### config.mk
export PLATFORM = sky130hd
export DESIGN_NAME = lsu_ctrl
export DESIGN_NICKNAME = d
export VERILOG_FILES = /design/src/rtl/xcore_pkg.sv /design/src/rtl/lsu_align.sv /design/src/rtl/lsu_ctrl.sv
export SDC_FILE = /design/constraint.sdc
export NUM_CORES = 1
export LEC_CHECK = 0
export CORE_MARGIN = 4
export CORE_UTILIZATION = 32
export DETAILED_ROUTE_END_ITERATION = 8
export DONT_BUFFER_PORTS = 1
export PLACE_DENSITY = 0.56
export SLEW_MARGIN = 20
export SYNTH_ARGS = -nofsm -noshare
export SYNTH_HDL_FRONTEND = slang
export SYNTH_HIERARCHICAL = 1
export SYNTH_SLANG_ARGS = --single-unit
### constraint.sdc
create_clock -name clk -period 2.5 [get_ports clk]
set_input_delay 0.5 -clock clk [delete_from_list [all_inputs] [get_ports clk]]
set_output_delay 0.5 -clock clk [all_outputs]
set_load 0.02 [all_outputs]
### src/rtl/xcore_pkg.sv
// Shared core definitions: LSU FSM states, load/store funct3 encodings and
// offset helpers used by the load/store unit.
package xcore_pkg;

    typedef enum logic [1:0] {
        ST_IDLE = 2'd0,
        ST_REQ  = 2'd1,
        ST_WAIT = 2'd2,
        ST_RESP = 2'd3
    } lsu_state_e;

    localparam logic [2:0] F3_B  = 3'b000;
    localparam logic [2:0] F3_H  = 3'b001;
    localparam logic [2:0] F3_W  = 3'b010;
    localparam logic [2:0] F3_BU = 3'b100;
    localparam logic [2:0] F3_HU = 3'b101;

    function automatic logic f3_is_half(input logic [2:0] f3);
        return (f3 == F3_H) || (f3 == F3_HU);
    endfunction

    // Drops the low offset bits that a halfword/word access cannot use.
    function automatic logic [1:0] align_off(input logic [2:0] f3, input logic [1:0] off);
        if (f3_is_half(f3))
            return {off[1], 1'b0};
        else if (f3 == F3_W)
            return 2'b00;
        else
            return off;
    endfunction

    function automatic logic is_misaligned(input logic [2:0] f3, input logic [1:0] off);
        if (f3_is_half(f3))
            return off[0];
        else if (f3 == F3_W)
            return off != 2'b00;
        else
            return 1'b0;
    endfunction

endpackage

### src/rtl/lsu_align.sv
// Byte-lane steering for the LSU: load extraction with sign/zero extension
// and store byte-mask generation with data replication. Purely combinational.
module lsu_align
    import xcore_pkg::*;
(
    input  logic [2:0]  i_funct3,
    input  logic [1:0]  i_off,
    input  logic [31:0] i_wdata,
    input  logic [31:0] i_rdata,
    output logic [3:0]  o_wmask,
    output logic [31:0] o_wdata,
    output logic [31:0] o_rdata
);

    logic [31:0] w_shift;

    always_comb begin
        w_shift = i_rdata >> {i_off, 3'b000};
        o_rdata = '0;
        o_wmask = '0;
        o_wdata = '0;
        case (i_funct3)
            F3_B: begin
                o_rdata = {{24{w_shift[7]}}, w_shift[7:0]};
                o_wmask = 4'b0001 << i_off;
                o_wdata = {4{i_wdata[7:0]}};
            end
            F3_H: begin
                o_rdata = {{16{w_shift[15]}}, w_shift[15:0]};
                o_wmask = 4'b0011 << i_off;
                o_wdata = {2{i_wdata[15:0]}};
            end
            F3_W: begin
                o_rdata = w_shift;
                o_wmask = 4'b1111;
                o_wdata = i_wdata;
            end
            F3_BU: o_rdata = {24'h0, w_shift[7:0]};
            F3_HU: o_rdata = {16'h0, w_shift[15:0]};
            default: ;
        endcase
    end

endmodule

### src/rtl/lsu_ctrl.sv
// Single-outstanding load/store controller between EX and WB.
// Define LSU_MISALIGN_TRAP_EN to trap misaligned halfword/word accesses
// instead of silently aligning them.
module lsu_ctrl
    import xcore_pkg::*;
#(
    parameter int MAX_WAIT = 255
) (
    input  logic        clk,
    input  logic        rst,
    input  logic        in_valid,
    output logic        in_ready,
    input  logic        in_is_load,
    input  logic        in_is_store,
    input  logic [2:0]  in_funct3,
    input  logic [31:0] in_addr,
    input  logic [31:0] in_wdata,
    input  logic [4:0]  in_rd,
    output logic        out_valid,
    input  logic        out_ready,
    output logic [31:0] out_rdata,
    output logic [4:0]  out_rd,
    output logic        out_err,
    output logic        mem_req,
    output logic        mem_wen,
    output logic [31:0] mem_addr,
    output logic [31:0] mem_wdata,
    output logic [3:0]  mem_wmask,
    input  logic        mem_gnt,
    input  logic        mem_rvalid,
    input  logic [31:0] mem_rdata
);

    localparam int CW = (MAX_WAIT > 1) ? $clog2(MAX_WAIT) : 1;
    localparam logic [CW-1:0] WAIT_LAST = CW'(MAX_WAIT - 1);

    lsu_state_e    r_state, w_next;
    logic [CW-1:0] r_wait_cnt;
    logic [31:0]   r_addr, r_wdata, r_rdata;
    logic [2:0]    r_funct3;
    logic [1:0]    r_off;
    logic [4:0]    r_rd;
    logic          r_wen, r_err;

    logic          w_accept, w_ld_ok, w_st_ok, w_misalign, w_mem, w_illegal, w_timeout;
    logic [3:0]    w_wmask;
    logic [31:0]   w_wdata_rep, w_rdata_ext;

    assign w_accept = in_valid && (r_state == ST_IDLE);
    assign w_ld_ok  = in_is_load && (in_funct3 inside {F3_B, F3_H, F3_W, F3_BU, F3_HU});
    assign w_st_ok  = in_is_store && !in_is_load && (in_funct3 inside {F3_B, F3_H, F3_W});
`ifdef LSU_MISALIGN_TRAP_EN
    assign w_misalign = is_misaligned(in_funct3, in_addr[1:0]);
`else
    assign w_misalign = 1'b0;
`endif
    assign w_mem     = (w_ld_ok || w_st_ok) && !w_misalign;
    assign w_illegal = (in_is_load || in_is_store) && !w_mem;
    assign w_timeout = (r_wait_cnt == WAIT_LAST) && !mem_rvalid;

    always_ff @(posedge clk) begin
        if (rst) r_state <= ST_IDLE;
        else     r_state <= w_next;
    end

    always_comb begin
        w_next    = r_state;
        in_ready  = 1'b0;
        out_valid = 1'b0;
        mem_req   = 1'b0;
        case (r_state)
            ST_IDLE: begin
                in_ready = 1'b1;
                if (in_valid) w_next = w_mem ? ST_REQ : ST_RESP;
            end
            ST_REQ: begin
                mem_req = 1'b1;
                if (mem_gnt) w_next = ST_WAIT;
            end
            ST_WAIT: if (mem_rvalid || w_timeout) w_next = ST_RESP;
            ST_RESP: begin
                out_valid = 1'b1;
                if (out_ready) w_next = ST_IDLE;
            end
            default: w_next = ST_IDLE;
        endcase
    end

    always_ff @(posedge clk) begin
        if (rst) begin
            r_addr     <= '0;
            r_wdata    <= '0;
            r_rdata    <= '0;
            r_funct3   <= '0;
            r_off      <= '0;
            r_rd       <= '0;
            r_wen      <= 1'b0;
            r_err      <= 1'b0;
            r_wait_cnt <= '0;
        end else begin
            if (w_accept) begin
                r_addr     <= {in_addr[31:2], 2'b00};
                r_off      <= align_off(in_funct3, in_addr[1:0]);
                r_funct3   <= in_funct3;
                r_wdata    <= in_wdata;
                r_rd       <= in_rd;
                r_wen      <= w_mem && w_st_ok;
                r_rdata    <= '0;
                r_err      <= w_illegal;
                r_wait_cnt <= '0;
            end
            // Stores also complete on rvalid; their response carries no data.
            if (r_state == ST_WAIT) begin
                if (mem_rvalid) begin
                    r_rdata <= r_wen ? 32'h0 : w_rdata_ext;
                    r_err   <= 1'b0;
                end else if (w_timeout) begin
                    r_rdata <= '0;
                    r_err   <= 1'b1;
                end else begin
                    r_wait_cnt <= r_wait_cnt + 1'b1;
                end
            end
        end
    end

    lsu_align u_align (
        .i_funct3 (r_funct3),
        .i_off    (r_off),
        .i_wdata  (r_wdata),
        .i_rdata  (mem_rdata),
        .o_wmask  (w_wmask),
        .o_wdata  (w_wdata_rep),
        .o_rdata  (w_rdata_ext)
    );

    assign mem_addr  = r_addr;
    assign mem_wen   = r_wen;
    assign mem_wmask = r_wen ? w_wmask : 4'b0000;
    assign mem_wdata = r_wen ? w_wdata_rep : 32'h0;
    assign out_rdata = r_rdata;
    assign out_err   = r_err;
    assign out_rd    = r_rd;

endmodule

==> out/qor.yml <==
floorplanning:
  ioPinCount: 222
  core_area_mm2: 0.0187
  die_area_mm2: 0.0212
  initial_core_util: 0.324
  row_count: 50
  chipWidth_um: 146
  die_h_um: 146
yosys:
  syn_area_mm2: 0.00607
  synth-warning-count: 6
  synth_seq_cells: 116
  synth_edf_count: 0
  avgSynthCellArea_um2: 7.51
  async_reset_ff_frac: 0
  ys.flop_type: "dfxtp_1"
  synthCells: 808
  synthTopCellsByArea: "dfxtp_1 38%, nand2_1 13%, a21oi_1 11%, and2_1 4.7%, mux2i_1 3.0%"
  netlist.area_leader.share: 0.383
  yosysTopAreaCell: "dfxtp_1"
  ys_seq_area_frac: 0.383
  netlist-cell-type-count: 49
global_routing:
  grt_pass1_vias: 5208
  grt_max_degree: 115
  overflow: 0
  grt_pass1_wl_um: 30100
  antenna_found_initial: 1
  grt_use_total: 0.175
sta:
  worst-slew-pin-transition_ps: 700
  setup_viol: 0
  fin_worst_skew_ps: 15.2
  period_minus_slack_ps: 2360
  setup_tns_ps: 0
  drv_slew: 0
  max-slew-margin-rel: 0.533
  fin_crit_sh: 0.945
  hold_viol: 0
  rsz0062_at_grt: "no"
  fmax_mhz: 423
routing:
  wl_per_cell_um: 18.6
  drt-total-wl_um: 19000
  detail-route-antenna-nets: 0
  drc: 0
  drtIter0Drc: 282
  via_count: 5480
  firstDrtPassIters: 4
  vias_per_cell: 5.35
cts:
  htreeDepth: 4
  numCtsBuffers: 17
  clock_latency_ps: 420
  clock_sinks: 116
  clk_pin_slew_ps: 60
  cts_tree: "done"
  cts_root_buf: "clkbuf_16"
  cts.path.max_buffers: 2
run_status:
  status: "finished clean"
critical_path:
  cp_data_arrival_time_ps: 1860
  startpoint_type: "flip-flop"
  crit_type: "reg2out"
  cp.required_ps: 2000
  worst_setup_path_end_kind: "output port"
  worstPathMaxFanout: 23
hold_path:
  hold_path.class: "in2reg"
placed_design:
  dpl_cell_area_mm2: 0.00615
  dp_hpwl_um: 13400
  dp_cells: 994
  io_buffers: 0
  gp_congestion: 0.880
layout:
  nets: 897
  area_growth_pct: 11.3
  final_layout_size_suffix_gt1_frac: 0.0834
  insertedDiodeCount: 0
  fin_util: 0.361
  fin_cells: 1025
  fin_area_mm2: 0.00676
power_and_ir_drop:
  p_leak_nw: 2.38
  peakVddDrop_mv: 0.491
  power_density_mw_per_mm2: 1010
run:
  maxCapViolations: 0
-- per-stage QoR --
stage	setup slack [ps]	hold WS (ps)	power (mW)
after global routing	15.7	137	7.21
after global placement	551	441	4.36
after CTS	87.7	136	6.86
final	137	161	6.79
after detailed placement	537	445	4.38
after floorplan	659	436	3.98
-- registers in the layout, summed over array words and instances (netlist names) --
register and count:
mem_wen 1, r_wait_cnt 8, r_funct3 3, r_state 2
out_err 1, out_rd 5, r_wdata 32, out_rdata 32
mem_addr 30, r_off 2
-- layout by cell type (no fill, tap or decap), types with 10 or more instances in the layout --
master     synthesis  final
a211oi_1          16     16
a21o_1            17     17
a21oi_1          135    135
and2_1            46     43
buf_4              9     20
clkbuf_16          0     17
dfxtp_1          116    116
mux2i_1           18     18
nand2_1          216    215
nand2b_1          12     12
nand3_1           14     14
nor2_1            12     10
nor2b_1           11     11
o21ai_0           11     11
o21ai_1           32     32
-- power by group --
group	leakage (nW)	internal (mW)	switching [mW]
combinational	1.15	0.623	1.17
clock	0.285	1.59	0.865
sequential	0.946	2.13	0.414
total	2.38	4.35	2.45
-- repair_timing --
item	4_1_cts	5_1_grt
endpoints found under the setup margin	0	6
setup buffers	0	0
hold buffers	0	0
resized for setup	0	3
-- final cells by class --
| class | instances | area, um^2 |
|---|---|---|
| fill | 1990 | 11900 |
| inverter | 9 | 33.8 |
| tap | 234 | 293 |
| clock buffer | 24 | 502 |
| timing repair buffer | 21 | 161 |
| sequential | 116 | 2320 |
| multi-input combinational | 614 | 3350 |
| clock inverter | 7 | 96.3 |
-- routing by layer --
| layer | up-vias | track usage | part of all wire |
|---|---|---|---|
| met4 | 2 | 0.0560 | 0.021 |
| met2 | 218 | 0.268 | 0.46 |
| met3 | 28 | 0.0754 | 0.097 |
| met5 | - | 0 | 0.00068 |
| met1 | 2537 | 0.222 | 0.43 |
| li1 | 2695 | - | - |
-- final timing paths --
check                start            end  slack, ps  depth (start not counted)
max reg2reg  r_wait_cnt[0]  out_rdata[14]        540                          7
min reg2reg    r_wdata[18]    r_wdata[18]        450                          2
min                    rst  out_rdata[13]        160                          1
max            r_funct3[1]  mem_wdata[20]        140                          6
-- kinds of logic (layout without fill, tap and decap cells) --
kind of cell / after synthesis / in the layout / synth area share
AOI/OAI and AO/OA: 257 / 257 / 0.256
and+or+nand+nor: 329 / 329 / 0.245
adders and majority gates: 6 / 6 / 0.0124
muxes: 19 / 19 / 0.0334
other: 1 / 2 / 0.000618
xor gates and xnor gates: 1 / 1 / 0.00144
DFF: 116 / 116 / 0.383
buffers and inverters: 79 / 61 / 0.0682
-- Yosys cell counts, types with 4 or more instances --
library cell	count
buf_1	4
buf_4	9
o211ai_1	9
nand2_1	216
mux2i_1	18
inv_1	9
nor2b_1	11
a21oi_1	135
and3_1	4
nand2b_1	12
a2bb2oi_1	8
nor2_1	12
dfxtp_1	116
a211oi_1	16
o21a_1	4
o21ai_1	32
a21o_1	17
o21ai_0	11
nor3_1	5
o221ai_1	6
clkbuf_1	30
buf_6	8
ha_1	6
buf_2	19
a211o_1	4
and2_1	46
nand3_1	14
-- critical path, stage by stage, from the launching register on --
cell     delay [ps]
dfxtp_1         360
buf_6           200
nor2b_1         190
buf_4           190
nand2_1          70
a21oi_1         170
and2_1          270
(Power assumes the default switching activity.)
